===== src/rtl/decode_pkg.sv =====
// Shared opcode, ALU and operand-select encodings for the RV32I decode stage,
// plus the packed control word passed from decode_ctrl to the output register.
package decode_pkg;

  localparam logic [6:0] R_TYPE = 7'b0110011;
  localparam logic [6:0] I_TYPE = 7'b0010011;
  localparam logic [6:0] LOAD   = 7'b0000011;
  localparam logic [6:0] STORE  = 7'b0100011;
  localparam logic [6:0] BRANCH = 7'b1100011;
  localparam logic [6:0] JAL    = 7'b1101111;
  localparam logic [6:0] JALR   = 7'b1100111;
  localparam logic [6:0] AUIPC  = 7'b0010111;
  localparam logic [6:0] LUI    = 7'b0110111;

  localparam logic [5:0] ALU_ADD = 6'b000000;
  localparam logic [5:0] ALU_SUB = 6'b010000;
  localparam logic [5:0] ALU_BR  = 6'b100000;

  localparam logic [1:0] OPA_RS1  = 2'b00;
  localparam logic [1:0] OPA_PC   = 2'b01;
  localparam logic [1:0] OPA_ZERO = 2'b10;

  typedef struct packed {
    logic [4:0]  rs1;
    logic [4:0]  rs2;
    logic [4:0]  rd;
    logic        wen;
    logic        mem_wen;
    logic        wb_sel;
    logic [1:0]  opa;
    logic        opb;
    logic [5:0]  alu;
    logic [31:0] imm;
    logic        br;
    logic        jal;
    logic        jalr;
    logic        ill;
    logic        is_load;
  } ctrl_t;

  localparam int CTRL_W = $bits(ctrl_t);

endpackage


===== src/rtl/decode_ctrl.sv =====
// Purely combinational RV32I instruction-to-control mapping, including the
// JAL target (PC + J-immediate, truncated to ADDRESS_BITS).
module decode_ctrl
  import decode_pkg::*;
#(
  parameter int ADDRESS_BITS = 16
) (
  input  logic [31:0]             instr_i,
  input  logic [ADDRESS_BITS-1:0] pc_i,
  output logic [CTRL_W-1:0]       ctrl_o,
  output logic                    use_rs1_o,
  output logic                    use_rs2_o,
  output logic [ADDRESS_BITS-1:0] jal_target_o
);

  ctrl_t              c;
  logic [2:0]         f3;
  logic signed [20:0] jimm;

  assign f3   = instr_i[14:12];
  assign jimm = {instr_i[31], instr_i[19:12], instr_i[20], instr_i[30:21], 1'b0};
  assign jal_target_o = pc_i + ADDRESS_BITS'(jimm);
  assign ctrl_o = c;

  always_comb begin
    c         = '0;
    use_rs1_o = 1'b0;
    use_rs2_o = 1'b0;
    c.rs1     = instr_i[19:15];
    c.rs2     = instr_i[24:20];
    c.rd      = instr_i[11:7];
    c.alu     = ALU_ADD;
    c.opa     = OPA_RS1;
    unique case (instr_i[6:0])
      R_TYPE: begin
        c.alu = {1'b0, instr_i[30], 1'b0, f3};
        c.opb = 1'b1;
        c.wen = 1'b1;
        use_rs1_o = 1'b1;
        use_rs2_o = 1'b1;
      end
      I_TYPE: begin
        // funct7[5] only selects SRAI vs SRLI; elsewhere it is immediate data
        c.alu = (f3 == 3'b101) ? {1'b0, instr_i[30], 1'b0, f3} : {3'b000, f3};
        c.imm = {{20{instr_i[31]}}, instr_i[31:20]};
        c.wen = 1'b1;
        use_rs1_o = 1'b1;
      end
      LOAD: begin
        c.imm     = {{20{instr_i[31]}}, instr_i[31:20]};
        c.wen     = 1'b1;
        c.wb_sel  = 1'b1;
        c.is_load = 1'b1;
        use_rs1_o = 1'b1;
      end
      STORE: begin
        c.imm     = {{20{instr_i[31]}}, instr_i[31:25], instr_i[11:7]};
        c.mem_wen = 1'b1;
        use_rs1_o = 1'b1;
        use_rs2_o = 1'b1;
      end
      BRANCH: begin
        c.alu = ALU_BR | {3'b000, f3};
        c.imm = {{20{instr_i[31]}}, instr_i[7], instr_i[30:25], instr_i[11:8], 1'b0};
        c.opb = 1'b1;
        c.br  = 1'b1;
        use_rs1_o = 1'b1;
        use_rs2_o = 1'b1;
      end
      JAL: begin
        c.imm = 32'd4;
        c.opa = OPA_PC;
        c.jal = 1'b1;
        c.wen = 1'b1;
      end
      JALR: begin
        c.imm  = 32'd4;
        c.opa  = OPA_PC;
        c.jalr = 1'b1;
        c.wen  = 1'b1;
        use_rs1_o = 1'b1;
      end
      AUIPC: begin
        c.imm = {instr_i[31:12], 12'h000};
        c.opa = OPA_PC;
        c.wen = 1'b1;
      end
      LUI: begin
        c.imm = {instr_i[31:12], 12'h000};
        c.opa = OPA_ZERO;
        c.wen = 1'b1;
      end
      default: c.ill = 1'b1;
    endcase
    if (c.rd == 5'd0) c.wen = 1'b0;
  end

endmodule


===== src/rtl/pipelined_decode.sv =====
// RV32I decode stage: registered output, valid/ready on both sides, load-use
// scoreboard and flush. Define DECODE_PERF_CNT_EN to add stall/issue counters.
module pipelined_decode
  import decode_pkg::*;
#(
  parameter int ADDRESS_BITS = 16,
  parameter int LOAD_LAT     = 2
) (
  input  logic                    clock,
  input  logic                    reset,
  input  logic                    in_valid,
  output logic                    in_ready,
  input  logic [ADDRESS_BITS-1:0] in_PC,
  input  logic [31:0]             in_instr,
  input  logic                    flush,
  output logic                    out_valid,
  input  logic                    out_ready,
  output logic [ADDRESS_BITS-1:0] out_PC,
  output logic [4:0]              read_sel1,
  output logic [4:0]              read_sel2,
  output logic [4:0]              write_sel,
  output logic                    wEn,
  output logic                    mem_wEn,
  output logic                    wb_sel,
  output logic [1:0]              op_A_sel,
  output logic                    op_B_sel,
  output logic [5:0]              ALU_Control,
  output logic [31:0]             imm32,
  output logic                    branch_op,
  output logic                    jal_op,
  output logic                    jalr_op,
  output logic [ADDRESS_BITS-1:0] jal_target,
  output logic                    illegal
`ifdef DECODE_PERF_CNT_EN
  ,
  output logic [31:0]             stall_cycles,
  output logic [31:0]             issued_count
`endif
);

  logic [CTRL_W-1:0]       dec_bits;
  ctrl_t                   dec;
  logic                    use_rs1, use_rs2;
  logic [ADDRESS_BITS-1:0] dec_tgt;

  decode_ctrl #(.ADDRESS_BITS(ADDRESS_BITS)) u_ctrl (
    .instr_i      (in_instr),
    .pc_i         (in_PC),
    .ctrl_o       (dec_bits),
    .use_rs1_o    (use_rs1),
    .use_rs2_o    (use_rs2),
    .jal_target_o (dec_tgt)
  );

  assign dec = ctrl_t'(dec_bits);

  ctrl_t                         out_q, out_d;
  logic                          out_valid_q, out_valid_d;
  logic [ADDRESS_BITS-1:0]       pc_q, pc_d, tgt_q, tgt_d;
  logic [LOAD_LAT-1:0]           sb_v_q, sb_v_d;
  logic [LOAD_LAT-1:0][4:0]      sb_rd_q, sb_rd_d;
  logic                          hit1, hit2, hazard, accept, issue;

  // A load still in the output register counts as busy, as does any scoreboard entry
  always_comb begin
    hit1 = out_valid_q && out_q.is_load && (out_q.rd == dec.rs1);
    hit2 = out_valid_q && out_q.is_load && (out_q.rd == dec.rs2);
    for (int i = 0; i < LOAD_LAT; i++) begin
      hit1 = hit1 || (sb_v_q[i] && (sb_rd_q[i] == dec.rs1));
      hit2 = hit2 || (sb_v_q[i] && (sb_rd_q[i] == dec.rs2));
    end
    hazard = in_valid && ((use_rs1 && (dec.rs1 != 5'd0) && hit1) ||
                          (use_rs2 && (dec.rs2 != 5'd0) && hit2));
  end

  assign in_ready = reset && (flush || ((!out_valid_q || out_ready) && !hazard));
  assign accept   = in_valid && in_ready;
  assign issue    = out_valid_q && out_ready;

  always_comb begin
    out_valid_d = out_valid_q;
    out_d       = out_q;
    pc_d        = pc_q;
    tgt_d       = tgt_q;
    if (flush) begin
      out_valid_d = 1'b0;
    end else if (accept) begin
      out_valid_d = 1'b1;
      out_d       = dec;
      pc_d        = in_PC;
      tgt_d       = dec_tgt;
    end else if (issue) begin
      out_valid_d = 1'b0;
    end

    // Flush does not clear in-flight loads; they are older than the redirect
    sb_v_d     = '0;
    sb_rd_d    = '0;
    sb_v_d[0]  = issue && out_q.is_load && (out_q.rd != 5'd0);
    sb_rd_d[0] = sb_v_d[0] ? out_q.rd : 5'd0;
    for (int i = 1; i < LOAD_LAT; i++) begin
      sb_v_d[i]  = sb_v_q[i-1];
      sb_rd_d[i] = sb_rd_q[i-1];
    end
  end

  always_ff @(posedge clock) begin
    if (!reset) begin
      out_valid_q <= 1'b0;
      out_q       <= '0;
      pc_q        <= '0;
      tgt_q       <= '0;
      sb_v_q      <= '0;
      sb_rd_q     <= '0;
    end else begin
      out_valid_q <= out_valid_d;
      out_q       <= out_d;
      pc_q        <= pc_d;
      tgt_q       <= tgt_d;
      sb_v_q      <= sb_v_d;
      sb_rd_q     <= sb_rd_d;
    end
  end

  assign out_valid   = out_valid_q;
  assign out_PC      = pc_q;
  assign read_sel1   = out_q.rs1;
  assign read_sel2   = out_q.rs2;
  assign write_sel   = out_q.rd;
  assign wEn         = out_q.wen;
  assign mem_wEn     = out_q.mem_wen;
  assign wb_sel      = out_q.wb_sel;
  assign op_A_sel    = out_q.opa;
  assign op_B_sel    = out_q.opb;
  assign ALU_Control = out_q.alu;
  assign imm32       = out_q.imm;
  assign branch_op   = out_q.br;
  assign jal_op      = out_q.jal;
  assign jalr_op     = out_q.jalr;
  assign jal_target  = tgt_q;
  assign illegal     = out_q.ill;

`ifdef DECODE_PERF_CNT_EN
  logic [31:0] stall_q, issued_q;

  always_ff @(posedge clock) begin
    if (!reset) begin
      stall_q  <= '0;
      issued_q <= '0;
    end else begin
      if (in_valid && hazard && !flush) stall_q <= stall_q + 32'd1;
      if (issue) issued_q <= issued_q + 32'd1;
    end
  end

  assign stall_cycles = stall_q;
  assign issued_count = issued_q;
`endif

endmodule


===== config.mk =====
export PLATFORM = sky130hd
export DESIGN_NAME = pipelined_decode
export DESIGN_NICKNAME = d
export VERILOG_FILES = /design/src/rtl/decode_pkg.sv /design/src/rtl/decode_ctrl.sv /design/src/rtl/pipelined_decode.sv
export SDC_FILE = /design/constraint.sdc
export NUM_CORES = 1
export LEC_CHECK = 0
export ABC_AREA = 1
export ABC_CLOCK_PERIOD_IN_PS = 2400
export BUFFER_PORTS_ARGS = -buffer_cell sky130_fd_sc_hd__buf_4
export CAP_MARGIN = 10
export CORE_ASPECT_RATIO = 1.1
export CORE_MARGIN = 2
export CORE_UTILIZATION = 52
export DETAILED_ROUTE_END_ITERATION = 10
export GPL_ROUTABILITY_DRIVEN = 0
export GPL_TIMING_DRIVEN = 0
export PLACE_DENSITY = 0.8
export SLEW_MARGIN = 20
export SYNTH_ARGS = -nofsm -noshare
export SYNTH_HDL_FRONTEND = slang
export SYNTH_SLANG_ARGS = --single-unit

===== constraint.sdc =====
create_clock -name clock -period 2.4 [get_ports clock]
set_input_delay 0.12 -clock clock [delete_from_list [all_inputs] [get_ports clock]]
set_output_delay 0.12 -clock clock [all_outputs]
set_load 0.05 [all_outputs]

Word-level counts from Yosys, hierarchy flattened
Cells that the tools add are included.

operators by class
  multiply operators = 0
  $lt $le $gt $ge = 0
  add/sub/neg operators = 1
  mux-type cells = 17
  eq/ne operators = 16
  div/mod/pow operators = 0
  bitwise logic cells = 2
  reduce and logical (&&, ||, !) cells = 44
  shift-type cells = 0

operators by type and width
  cell                                           count
  case mux 32 bit (5 select lines)               1
  == test 5 bit                                  6
  == test 7 x 6 -> 1 bit, second input constant  3
  == test 7 bit, second input constant           3
  logical AND 1 bit                              18
  case mux 6 bit (3 select lines)                1
  adder 16 bit                                   1
  nonzero test 5 bit                             3
  == test 7 x 5 -> 1 bit, second input constant  2
  2-to-1 mux 1 bit                               13
  OR reduction 2 bit                             5
  OR reduction 9 bit                             1
  == test 7 x 2 -> 1 bit, second input constant  1
  logical OR 1 bit                               7
  OR reduction 7 bit                             1
  OR reduction 3 bit                             2
  OR reduction 6 bit                             1
  zero test 5 bit                                1
  2-to-1 mux 5 bit                               1
  case mux 2 bit (2 select lines)                1
  AND reduction 2 bit                            2
  == test 3 bit, second input constant           1
  zero test 1 bit                                2
  inverter 1 bit                                 2
  nonzero test 2 bit                             1

word-level totals
  memories = 0
  memory bits (writable) = 0
  bits of input ports = 53
  bits in latches = 0
  word-level logic and storage cells = 100
  register bits after elaboration = 108
  memory bits (read-only) = 0

Depth between registers and ports, before layout
  word-level depth = 13
  mapped depth = 16
  mapped depth without buffers = 14

Hierarchy
From an unflattened synthesis, not the netlist that was laid out.

second synthesis, totals
  cells, all modules = 1,152
  area, all modules = 6,865.3 um2

modules (own cells, without submodules)
  module            times used  cells an instance  area an instance (um2)
  pipelined_decode  1           859                5,330.1
  decode_ctrl       1           293                1,535.2

Worst setup path after synthesis
Ideal clock, no wire load.

  kind = reg2reg
  from = reg out_q (netlist bit write_sel[4])
  to = reg out_valid_q, in the netlist out_valid
  arrival time = 2.300 ns
  setup slack = 0.030 ns
  buffers on the path = 0
  cell stages (with the launch flop) = 13
  library setup time = 0.070 ns
  path through = dfxtp_1 -> inv_1 -> nor2_1 -> nor2_1 -> nand3_1 -> nand3_1 -> nand2_1 -> nand2_1 -> a21oi_2 -> nor2_1 -> nor2_1 -> nand2_1 -> a21oi_1

on the way
  cells in the longest elaborated chain, start to end = 13
  elaborated cells between the ends (all ways) = 19
  those cells by class = eq/ne: 2; mux: 1; reduce/logical: 16

ends and longest elaborated chain
  item                                                      line                                            text
  start, declared                                           pipelined_decode.sv:57                          ctrl_t out_q, out_d;
  start signal, assigned                                    pipelined_decode.sv:117                         out_q <= out_d;
  == test 5 bit, on equally long branches                   pipelined_decode.sv:66, pipelined_decode.sv:67
  logical AND 1 bit, on equally long branches               pipelined_decode.sv:66, pipelined_decode.sv:67
  logical OR 1 bit, on equally long branches (2 in series)  pipelined_decode.sv:69, pipelined_decode.sv:70
  logical AND 1 bit, on equally long branches               pipelined_decode.sv:72, pipelined_decode.sv:73
  logical OR 1 bit (*)                                      pipelined_decode.sv:72                          hazard = in_valid && ((use_rs1 && (dec.rs1 != 5'd0) && hit1) ||
  logical AND 1 bit (*)                                     pipelined_decode.sv:72
  zero test 1 bit (*)                                       pipelined_decode.sv:76                          assign in_ready = reset && (flush || ((!out_valid_q || out_ready) && !hazard));
  logical AND 1 bit (*)                                     pipelined_decode.sv:76
  logical OR 1 bit (*)                                      pipelined_decode.sv:76
  logical AND 1 bit (*)                                     pipelined_decode.sv:76
  named net in_ready                                        pipelined_decode.sv:12                          output logic in_ready,
  logical AND 1 bit (*)                                     pipelined_decode.sv:77                          assign accept = in_valid && in_ready;
  2-to-1 mux 1 bit or nonzero test 2 bit (tied branches)    -
  end signal, assigned                                      pipelined_decode.sv:116                         out_valid_q <= out_valid_d;
  end, declared                                             pipelined_decode.sv:58                          logic out_valid_q, out_valid_d;

Mark *: on every way through the listed nets, which the timed path passes. The rest lies on a longest branch.
A chain may end at the register's enable or synchronous reset.

Worst setup path after layout
  from = in in_PC[1]
  to = reg tgt_q[13], in the netlist jal_target[13]

on the way
  cells in the longest elaborated chain, start to end = 1

ends and longest elaborated chain
  item                  line                     text
  start, declared       pipelined_decode.sv:13   input logic [ADDRESS_BITS-1:0] in_PC,
  adder 16 bit          decode_ctrl.sv:22        assign jal_target_o = pc_i + ADDRESS_BITS'(jimm);
  end signal, assigned  pipelined_decode.sv:119  tgt_q <= tgt_d;
  end, declared         pipelined_decode.sv:59   logic [ADDRESS_BITS-1:0] pc_q, pc_d, tgt_q, tgt_d;

Every way passes these cells.

==> reports/qor.yml <==
status:
  outcome: "finished, violations left"
  failed_checks: "negative hold slack"
hold_path:
  whs_path_depth: 3
  hold_path.startpoint: "in_PC[12]"
  min_path_type: "in -> reg"
  hold-path-endpoint: "out_PC[12]$_SDFFE_PN0P_"
yosys:
  yosys.area.top_type: "sky130_fd_sc_hd__dfxtp_1"
  synth_enable_flop_cells: 0
  largest_cells_by_area_after_synthesis: "sky130_fd_sc_hd__dfxtp_1, sky130_fd_sc_hd__nand2_1, sky130_fd_sc_hd__a21oi_1"
  synth.avg_cell_area_um2: 6.59
  ys_types: 34
  yosys.area.top_type_share_pct: 39.9
  synth.ff_latch_count: 106
  seq_area_frac_synth_pct: 39.9
  synth.most_common_cell: "sky130_fd_sc_hd__nand2_1"
  synth_cells: 807
  synth_top_flop_cell: "sky130_fd_sc_hd__dfxtp_1"
  synth.yosys.warnings: 0
  syn_nets: 875
  post_synth_most_frequent_cells: "sky130_fd_sc_hd__nand2_1, sky130_fd_sc_hd__a21oi_1, sky130_fd_sc_hd__dfxtp_1, sky130_fd_sc_hd__inv_1, sky130_fd_sc_hd__nor2_1"
  async_reset_ff_share_pct: 0
  syn_area_um2: 5320
placed_design:
  dp_hpwl_um: 12500
  dp_cells: 1074
  numPortBuffers: 147
floorplanning:
  floorplan.die.height_um: 110
  fp.coreArea_um2: 9890
  floorplan.die.width_um: 100
  die_area_um2: 11000
  number_of_rows_created_at_floorplan: 38
  initial_core_util_pct: 53.7
  pin_count: 150
critical_path:
  startpoint_type: "input pin"
  timing.rr.start: "write_sel[2]$_SDFFE_PN0P_"
  r2r_slack_ns: 0.25
  crit_arrival_ns: 2.51
  worst_r2r_endpoint: "illegal$_SDFFE_PN0P_"
  crit_path_start: "in_PC[1]"
  critPathCaptureType: "register"
  critPathKind: "in -> reg"
  critical_path_required_ns: 2.72
  path_max_fanout: 3
  ff2ff_path_depth: 11
routing:
  avgViaCountPerCell: 5.19
  detail_route.iter0.violations: 267
  antenna_violating_nets_post_route: 0
  wl_per_cell_um: 14.8
  dr_total_vias: 5682
  finalWirelength_um: 16200
  drc_errors: 0
  detailedRoute.firstPassIterationCount: 5
pwr:
  power.density_cell_area_nw_per_um2: 534
  total_power_mw: 3.64
  power.ir.vdd_worst_uv: 277
  cellLeakagePower_nw: 3.27
layout:
  fin_cells: 1095
  antenna_cells_inserted: 0
  layout.area.seq_um2: 2120
  fillerInstances: 925
  syn_to_final_growth_pct: 28.4
  drive_gt1_share_pct: 20.0
  final_net_count: 1040
  multi_input_gate_area_in_the_final_layout_um2: 2690
clock_tree:
  numClockSinks: 106
  tritoncts_clock_tree: "done"
  ctsRootBufferMaster: "sky130_fd_sc_hd__clkbuf_8"
  cts_made_buffers: 9
  clock_latency_ns: 0.38
  cts-root-to-sink-buffers: 2
  worst_setup_hold_path_clk_slew_ns: 0.10
  htree_num_levels: 3
timing:
  final.period_utilization_pct: 91.2
  setup_skew_ns: 0.00884
  hold_ws_ns: -0.00161
  timing.max_slew.rel_slack_pct: 45.2
  timing_max_transition_violations_final: 0
  fmax_mhz: 457
  final_period_minus_worst_setup_slack_ns: 2.19
  report.final.setup_viol: 0
  timing.final.hold_violations: 1
  worst_margin_slew_ns: 0.815
global_routing:
  grt_max_degree: 17
  antenna_found_initial: 0
  first_pass_grt_wire_length_um: 25200
  grtUsageTotal_pct: 29.5
  first_global_vias: 5265
  globalRouteOverflowTotal: 0
job:
  max-cap-violations: 0
[cells by family after synthesis]
family | count (synthesis) | synth area share [%]
AOI/OAI and AO/OA | 144 | 14.0
DFF | 106 | 39.9
adders and majority gates | 15 | 3.67
buffers and inverters | 117 | 9.58
other | 1 | 0.0706
and+or+nand+nor | 409 | 30.3
xor gates and xnor gates | 15 | 2.47
[timing repair]
item                                    4_1_cts  5_1_grt
endpoints found under the hold margin         6        1
endpoints found under the setup margin        0        2
hold buffers                                  6        1
buffers inserted                              0        0
resized for setup                             0        3
[layout by cell type, fill, tap and decap left out, types with 2 or more instances in the layout]
| cell type | instances |
|---|---|
| sky130_fd_sc_hd__clkbuf_1 | 15 |
| sky130_fd_sc_hd__dlygate4sd3_1 | 7 |
| sky130_fd_sc_hd__a21o_1 | 2 |
| sky130_fd_sc_hd__inv_2 | 5 |
| sky130_fd_sc_hd__nor3_1 | 7 |
| sky130_fd_sc_hd__ha_1 | 14 |
| sky130_fd_sc_hd__buf_2 | 5 |
| sky130_fd_sc_hd__nand3_1 | 17 |
| sky130_fd_sc_hd__nor4_1 | 2 |
| sky130_fd_sc_hd__nand4_1 | 2 |
| sky130_fd_sc_hd__dfxtp_1 | 106 |
| sky130_fd_sc_hd__a21oi_1 | 107 |
| sky130_fd_sc_hd__nand2_2 | 4 |
| sky130_fd_sc_hd__nor2_1 | 59 |
| sky130_fd_sc_hd__clkinvlp_4 | 2 |
| sky130_fd_sc_hd__nand2_1 | 314 |
| sky130_fd_sc_hd__inv_1 | 76 |
| sky130_fd_sc_hd__xor2_1 | 13 |
| sky130_fd_sc_hd__o21ai_0 | 28 |
| sky130_fd_sc_hd__buf_4 | 162 |
| sky130_fd_sc_hd__xnor2_1 | 2 |
| sky130_fd_sc_hd__clkbuf_8 | 9 |
[metrics by stage]
step / area (µm²) / setup slack [ns] / util [%] / hold slack, ns / setup TNS (ns)
2_1_floorplan: 5320 / 0.0304 / - / 0.260 / 0
3_3_place_gp: 6570 / 0.242 / 66.4 / 0.377 / 0
3_5_place_dp: 6570 / 0.183 / 66.4 / 0.385 / 0
4_1_cts: 6810 / 0.0262 / 68.9 / 0.000294 / 0
5_1_grt: 6830 / -0.00111 / 69.0 / 0.00419 / -0.00111
6_report: 6830 / 0.210 / 69.0 / -0.00161 / 0
[area by class of cell]
| cell class | instances | share of cell area [%] |
|---|---|---|
| buffer | 36 | 3.01 |
| multi-input combinational | 584 | 39.4 |
| inverter | 81 | 4.45 |
| clock inverter | 4 | 0.788 |
| timing repair buffer | 154 | 17.2 |
| tap | 120 | 2.20 |
| clock buffer | 10 | 1.87 |
| sequential | 106 | 31.1 |
[report_power, final]
part	internal [mW]	leakage (nW)	total (mW)	switching, mW
Sequential	1.80	0.858	1.82	0.0242
Clock	0.476	0.0848	1.09	0.618
Combinational	0.252	2.33	0.728	0.476
Total	2.52	3.27	3.64	1.12
[registers in the layout (all words and copies together) (netlist names), 2 cells and up]
signal       flops
op_A_sel         2
sb_rd_q          5
out_PC          16
sb_rd_d          5
jal_target      15
sb_v_q           2
ALU_Control      5
read_sel2        5
imm32           32
read_sel1        5
write_sel        5
[worst max-delay path by stage]
stage / end / cells after the start
3_5_place_dp: jal_target[13]$_SDFFE_PN0P_ / 14
4_1_cts: jal_target[13]$_SDFFE_PN0P_ / 15
5_1_grt: jal_target[13]$_SDFFE_PN0P_ / 15
3_3_place_gp: jal_target[13]$_SDFFE_PN0P_ / 14
6_report: jal_target[13]$_SDFFE_PN0P_ / 15
2_1_floorplan: out_valid$_SDFFE_PP0P_ / 12
[metal layers]
metal,track usage (%),up-vias,wire [µm]
met2,51.1,200,7880
met3,6.43,37,1120
met5,0,-,0
met4,11.4,0,502
met1,35.9,2581,6720
li1,-,2864,-
[critical path: stages]
cell	delay [ns]
sky130_fd_sc_hd__dlygate4sd3_1	0.54
sky130_fd_sc_hd__buf_4	0.12
sky130_fd_sc_hd__ha_1	0.16
sky130_fd_sc_hd__inv_1	0.06
sky130_fd_sc_hd__fa_1	0.40
sky130_fd_sc_hd__nand3b_1	0.20
sky130_fd_sc_hd__nand2_2	0.11
sky130_fd_sc_hd__a21boi_2	0.08
sky130_fd_sc_hd__inv_1	0.08
sky130_fd_sc_hd__a21o_1	0.14
sky130_fd_sc_hd__nand2_1	0.06
sky130_fd_sc_hd__nand2_1	0.07
sky130_fd_sc_hd__xor2_1	0.19
sky130_fd_sc_hd__nand2_1	0.07
sky130_fd_sc_hd__a21oi_1	0.11
(Power assumes the default switching activity.)
